<file path="src/rtl/shake_absorb_loader.sv">
// SHAKE absorb loader: packs header-described message words into a rate-sized
// block with byte-accurate 0x1F/0x80 padding, then hands the block downstream.
module shake_absorb_loader #(
    parameter int WORD_W = 64,
    parameter int LEN_W  = 32
) (
    input  logic                                    clk,
    input  logic                                    rst,
    input  logic                                    hdr_valid,
    output logic                                    hdr_ready,
    input  logic                                    hdr_mode,
    input  logic [LEN_W-1:0]                        hdr_len,
    input  logic                                    valid_in,
    output logic                                    ready_out,
    input  logic [WORD_W-1:0]                       data_in,
    output logic                                    blk_valid,
    input  logic                                    blk_ready,
    output logic [(1344/WORD_W)*WORD_W-1:0]         blk_data,
    output logic                                    blk_last,
    output logic                                    blk_mode
);
    localparam int BYTES          = WORD_W / 8;
    localparam int RATE128_WORDS  = 1344 / WORD_W;
    localparam int RATE256_WORDS  = 1088 / WORD_W;
    localparam int MAX_RATE_WORDS = RATE128_WORDS;
    localparam int WIDX_W         = $clog2(MAX_RATE_WORDS + 1);

    typedef enum logic [1:0] {IDLE, LOAD, PAD, HANDOFF} state_t;

    state_t                                   state, state_nxt;
    logic [MAX_RATE_WORDS-1:0][WORD_W-1:0]    buffer;
    logic                                     mode;
    logic [LEN_W-1:0]                         rem, rem_nxt;
    logic [WIDX_W-1:0]                        widx;
    logic                                     pad_pending, pad_nxt;
    logic                                     last_q;

    logic                                     take_hdr, wr_en, last_set, blk_take;
    logic [WORD_W-1:0]                        wr_word, load_word;
    logic [LEN_W-1:0]                         k;
    logic [WIDX_W-1:0]                        rate_m1;
    logic                                     at_end;

    assign rate_m1 = mode ? WIDX_W'(RATE256_WORDS - 1) : WIDX_W'(RATE128_WORDS - 1);
    assign at_end  = (widx == rate_m1);
    assign k       = (rem < LEN_W'(BYTES)) ? rem : LEN_W'(BYTES);

    // Bytes past the valid count are zeroed; the first one gets the domain byte.
    always_comb begin
        load_word = '0;
        for (int b = 0; b < BYTES; b++) begin
            if (LEN_W'(b) < k)
                load_word[b*8 +: 8] = data_in[b*8 +: 8];
            else if (LEN_W'(b) == k)
                load_word[b*8 +: 8] = 8'h1F;
        end
    end

    always_ff @(posedge clk or posedge rst) begin
        if (rst) state <= IDLE;
        else     state <= state_nxt;
    end

    always_comb begin
        state_nxt = state;
        take_hdr  = 1'b0;
        wr_en     = 1'b0;
        wr_word   = '0;
        rem_nxt   = rem;
        pad_nxt   = pad_pending;
        last_set  = 1'b0;
        blk_take  = 1'b0;
        case (state)
            IDLE: begin
                if (hdr_valid) begin
                    take_hdr  = 1'b1;
                    state_nxt = (hdr_len != '0) ? LOAD : PAD;
                end
            end
            LOAD: begin
                if (valid_in) begin
                    wr_en   = 1'b1;
                    wr_word = load_word;
                    rem_nxt = rem - k;
                    if (k < LEN_W'(BYTES)) pad_nxt = 1'b0;
                    if (at_end)              state_nxt = HANDOFF;
                    else if (rem_nxt == '0)  state_nxt = PAD;
                end
            end
            PAD: begin
                wr_en   = 1'b1;
                wr_word = pad_pending ? WORD_W'(8'h1F) : '0;
                pad_nxt = 1'b0;
                if (at_end) state_nxt = HANDOFF;
            end
            HANDOFF: begin
                if (blk_ready) begin
                    blk_take  = 1'b1;
                    state_nxt = last_q ? IDLE : ((rem == '0) ? PAD : LOAD);
                end
            end
            default: state_nxt = IDLE;
        endcase
        // Final pad bit: only once the 0x1F has already landed in this block.
        if (wr_en && at_end && !pad_nxt) begin
            wr_word[WORD_W-1] = 1'b1;
            last_set          = 1'b1;
        end
    end

    always_ff @(posedge clk or posedge rst) begin
        if (rst) begin
            buffer      <= '0;
            mode        <= 1'b0;
            rem         <= '0;
            widx        <= '0;
            pad_pending <= 1'b0;
            last_q      <= 1'b0;
        end else begin
            if (take_hdr) begin
                mode        <= hdr_mode;
                rem         <= hdr_len;
                pad_pending <= 1'b1;
                widx        <= '0;
                last_q      <= 1'b0;
            end
            if (wr_en) begin
                buffer[widx] <= wr_word;
                widx         <= widx + 1'b1;
                rem          <= rem_nxt;
                pad_pending  <= pad_nxt;
                if (last_set) last_q <= 1'b1;
            end
            if (blk_take) begin
                buffer <= '0;
                widx   <= '0;
                last_q <= 1'b0;
            end
        end
    end

    assign hdr_ready = (state == IDLE)    && !rst;
    assign ready_out = (state == LOAD)    && !rst;
    assign blk_valid = (state == HANDOFF) && !rst;
    assign blk_data  = rst ? '0 : buffer;
    assign blk_last  = last_q && !rst;
    assign blk_mode  = mode && !rst;

endmodule
</file>
<file path="config.mk">
export PLATFORM = sky130hd
export DESIGN_NAME = shake_absorb_loader
export DESIGN_NICKNAME = d
export VERILOG_FILES = /design/src/rtl/shake_absorb_loader.sv
export SDC_FILE = /design/constraint.sdc
export NUM_CORES = 2
export LEC_CHECK = 0
export ABC_CLOCK_PERIOD_IN_PS = 38000
export BUFFER_PORTS_ARGS = -buffer_cell sky130_fd_sc_hd__buf_4
export CAP_MARGIN = 20
export CORE_AREA = 5 5 560 562
export DETAILED_ROUTE_END_ITERATION = 6
export DIE_AREA = 0 0 565 567
export PLACE_DENSITY_LB_ADDON = 0.05
export SYNTH_ARGS = -nofsm -noshare
export SYNTH_HDL_FRONTEND = slang
export SYNTH_SLANG_ARGS = --single-unit
</file>
<file path="constraint.sdc">
create_clock -name clk -period 38 [get_ports clk]
set_input_delay 0 -clock clk [delete_from_list [all_inputs] [get_ports clk]]
set_output_delay 0 -clock clk [all_outputs]
set_load 0.005 [all_outputs]
</file>
* Yosys cells after proc, flatten, opt, wreduce, memory -nomap -nowiden *
Cells that the tools add are included.

cells by class
  add/subtract/negate cells = 2
  $mul = 0
  divide/modulo/power cells = 0
  $lt $le $gt $ge = 12
  eq/ne operators = 18
  shift-type cells = 0
  mux-type cells = 61
  bitwise operators = 0
  reductions and logical operators = 20

operator list
  cell                                                  count
  2-to-1 mux 1344 bit                                   3
  bitwise mux 1344 bit                                  1
  demux 64 bit (select 5 bit)                           1
  2-to-1 mux 32 bit                                     5
  equality test 3 x 32 -> 1 bit (first input constant)  4
  < comparator 3 x 32 -> 1 bit (first input constant)   4
  2-to-1 mux 64 bit                                     2
  case mux 64 bit (2 select lines)                      1
  logical NOT 32 bit                                    3
  equality test 2 x 32 -> 1 bit (first input constant)  2
  < comparator 1 x 32 -> 1 bit (first input constant)   2
  < comparator 2 x 32 -> 1 bit (first input constant)   2
  < comparator 32 x 4 -> 1 bit (second input constant)  2
  2-to-1 mux 8 bit                                      8
  2-to-1 mux 5 bit                                      12
  equality test 1 x 32 -> 1 bit (first input constant)  1
  nonzero test 32 bit                                   1
  subtractor 32 bit                                     1
  2-to-1 mux 2 bit                                      9
  2-to-1 mux 1 bit                                      15
  inequality test 2 bit (second input constant)         5
  logical AND 1 bit                                     8
  case mux 2 bit (4 select lines)                       1
  < comparator 5 x 6 -> 1 bit (second input constant)   1
  15 further kinds                                      19

word-level totals
  flip-flop bits (word level) = 1386
  latch bits = 0
  memory bits (writable) = 0
  ROM bits = 0
  output and inout port bits = 1349
  logic and storage cells = 140
  memories kept = 0

* Depth between registers and ports, before layout *
  depth after elaboration = 12
  depth in mapped cells = 16
  depth with buffers taken out = 13

* Least setup slack after synthesis *
OpenSTA, ideal clock, no wires.

  path type = reg-to-reg
  from = register rem[20]
  to = register state[0]
  setup time = 0.069 ns
  data arrival time = 3.598 ns
  data required time = 37.931 ns
  path slack = 34.333 ns
  stages on the path, launching flop included = 15
  path buffers = 2
  cell sequence = dfrtp_1 > nor4_4 > nand4_4 > or3_4 > buf_6 > nand2_1 > ha_1 > clkbuf_1 > nor3_1 > a221oi_1 > nand4_1 > a2111oi_0 > nand4_1 > or4_1 > nand3_1

between the ends
  cells in the longest elaborated chain, start to end = 6
  elaborated cells between the ends (all ways) = 11

RTL lines
  element                                 line  source
  start: declaration                      33    logic [LEN_W-1:0] rem, rem_nxt;
  start signal: assignment                122   rem <= hdr_len;
  start signal: assignment                130   rem <= rem_nxt;
  < comparator 32 x 4 -> 1 bit            46    assign k = (rem < LEN_W'(BYTES)) ? rem : LEN_W'(BYTES);
  2-to-1 mux 32 bit                       46
  subtractor 32 bit                       84    rem_nxt = rem - k;
  logical NOT 32 bit                      87    else if (rem_nxt == '0) state_nxt = PAD;
  inequality test 3 bit (no source line)  n/a
  AND reduction 5 bit (no source line)    n/a
  end signal: assignment                  61    else state <= state_nxt;
  end: declaration                        30    state_t state, state_nxt;

Several ways; a longest one is shown, not always the timed one. The select of a mux whose other input is x is not followed.
A chain may end at the register's enable or synchronous reset.

* Worst setup path after layout *
  from = register rem[26]
  to = register rem[30]

between the ends
  cells in the longest elaborated chain, start to end = 6

RTL lines
  element                       line  source
  < comparator 32 x 4 -> 1 bit  46
  2-to-1 mux 32 bit             46
  subtractor 32 bit (*)         84
  2-to-1 mux 32 bit (*)         81    if (valid_in) begin
  2-to-1 mux 32 bit (*)         73    case (state)
  2-to-1 mux 32 bit (*)         127   if (wr_en) begin

Every way passes the cells marked *; elsewhere a longest branch is shown, timed or not. The select of a mux whose other input is x is not followed.

==> reports/results.txt <==
Ranking of synthesized cells by area -> dfrtp_1 58%, nor2b_1 14%, a22o_1 11%, o21ai_0 5.3%, nand2_1 4.2%
Drt via density -> 4.53
CTS H-tree lvls -> 4
Fillers -> 32800
# rows -> 204
Tcrit/Tclk final -> 13.4%
CP Max Fanout -> 12
Layout Nets -> 7219
Finish-stage setup viols -> 0
Hold_ws -> 22.1 ps
RSZ-0062 raised after global routing -> false
Top Ports -> 1451
First-pass GRT wire length -> 506000 um
Post-cts resize count -> 0
Worst reg2reg path depth -> 13
Post-route DRC -> 0
Place WS -> 33180 ps
Final WL -> 378000 um
Initial antenna violation count -> 65
Core Util, Final -> 27.1%
DRT Pass-1 Iters -> 5
CTS tree -> built
Post-synth top cells -> 1386 x dfrtp_1, 1353 x nor2b_1, 756 x a22o_1
Synth Cell Area -> 60200 um2
Setup CP Type -> reg -> reg
Most common flop cell mapped by yosys -> dfrtp_1
Post-CTS setup buffer count -> 0
#FFs+latches synth -> 1386
Starting Density -> 19.6%
Layout cell share with drive strength beyond 1 -> 27.7%
Routed Antenna Nets -> 0
Vias post-DR -> 51614
Post-Syn Area per Cell -> 10.4 um2
Critical Path Start Type -> flip-flop
CP Capture Type -> flip-flop
Max-slew violation count -> 0
Slew margin rel. -> 7.74%
Post-synth ARST share -> 100%
Core area -> 308000 um2
DP Wirelength -> 257000 um
Syn Inst Count -> 5777
Post-route minimum period -> 5080 ps
Largest net degree at the start of global routing -> 220
Status -> complete, no violations
Post-route setup slack -> 32930 ps
Pwr dens -> 51.3 nW/um2
Top-area cell type share of the netlist area -> 57.6%
PortBufs -> 1450
Worst VDD drop -> 0.0323 mV
GRT Total Usage -> 22.6%
YS warnings -> 0
Hold-critical path depth -> 3
Synth-to-Final Area Change -> 38.7%
LEAKAGE -> 39.1 nW
Setup Total Neg Slack -> 0 ps
Final Power -> 4.28 mW
WL/cell -> 33.2 um
Clk_skew -> 58.9 ps
Hold Violations, Final -> 0
Routability cong. -> 0.814
Vias in the first global route -> 53225
Post-synth EDFFs -> 0
Register area share after synthesis -> 57.6%
Clock-pin slew on the worst setup and hold paths -> 60 ps
Cts hold-fix bufs -> 106
HP Class -> in -> reg
Worst EP required -> 38730 ps
Max clock buf depth -> 4
Slew @ Worst Pin -> 1380 ps
Die Y -> 567 um
Clock latency on the worst-skew pair -> 870 ps
Distinct cells, synth -> 77
FF/Latch Area -> 34700 um2
TritonCTS Buffers -> 187
Multi-input gate area -> 24100 um2
Fmax -> 197 MHz
Die width -> 565 um
Die area -> 320000 um2
Clk sinks -> 1386
Arrival time at the worst endpoint -> 5800 ps
Post-Syn Nets -> 5889
Clk root buf -> clkbuf_16
Initial DRC count -> 4108
Synth area leader -> dfrtp_1
GRT overflow -> 0
MaxCap Viol Count -> 0
Count leader, synth -> dfrtp_1
cells by family (layout without fill, tap and decap cells):
kind of cell,after synthesis,count (layout),share of synthesized area (%)
mux,2,2,0.0353
other cells,1,28,0.00623
buf+inv,576,2048,3.66
xor+xnor,6,6,0.0873
flops,1386,1386,57.6
compound gates,1546,1546,18.0
fa+ha+maj,10,10,0.208
simple gates,2250,2250,20.4
metrics by stage:
step,instances,cell area (um2)
after global routing,11379,83400
after floorplan,5777,60200
after detailed placement,10929,76100
after CTS,11366,83300
after global placement,10921,76000
final,11396,83500
power breakdown:
group	leakage, nW	internal [mW]	switching, mW	total, mW
clock network	3.00	1.07	0.737	1.81
registers	19.3	1.51	0.0556	1.57
logic	16.8	0.181	0.725	0.907
routing by layer:
layer	up-vias	part of all wire, %	GRT usage, %
li1	22385	-	-
met1	26859	44	30.3
met2	1981	45	35.8
met3	389	8.1	6.71
met4	0	2.7	5.54
met5	-	0	0
worst paths after layout:
kind / from / end / slack [ps]
worst max-delay path: rem[26] / rem[30] / 32930
worst max register to register: rem[26] / rem[30] / 32930
min in group asynchronous: rst / buffer[1097] / 190
worst min-delay path: data_in[37] / buffer[997] / 20
max in group asynchronous: rst / buffer[1280] / 34090
worst min register to register: buffer[318] / buffer[318] / 470
cells in the final DEF (no fill, tap or decap), types with 23 or more instances in the layout:
cell,Yosys,layout
nand3_1,33,27
a21oi_1,53,41
buf_4,1,1576
clkbuf_1,533,57
dfrtp_1,1386,1386
nor2_1,82,62
clkbuf_16,0,191
dlygate4sd3_1,0,106
nand2_1,678,651
clkbuf_8,0,51
nor2b_1,1353,1353
a22o_1,756,756
nand2_2,1,23
o21ai_0,638,633
diode_2,0,27
state kept, by name, indices dropped and copies added, names as in the netlist:
| signal | cells |
|---|---|
| buffer | 1344 |
| rem | 32 |
| widx | 5 |
| state | 2 |
| last_q | 1 |
| mode | 1 |
| pad_pending | 1 |
layout make-up:
type                    instances  area share [%]
clock inverters                32           0.498
well taps                    4120            6.18
repair buffers               1702            16.0
multi-input cells            3815            28.8
inverters                      15          0.0720
diodes                         27          0.0809
clock buffers                 299            6.82
flip-flops and latches       1386            41.6
critical path: stages, from the launching register on:
cell           delay [ps]
dfrtp_1               450
nor4_4                540
nand4_2               290
or3_4                 520
nand2_1               110
ha_1                  410
nand3_1               160
nor4_2                520
nor3_1                160
xnor2_1               350
a211oi_1              140
dlygate4sd3_1         610
a21o_1                150
dlygate4sd3_1         540
(Power assumes the default switching activity.)
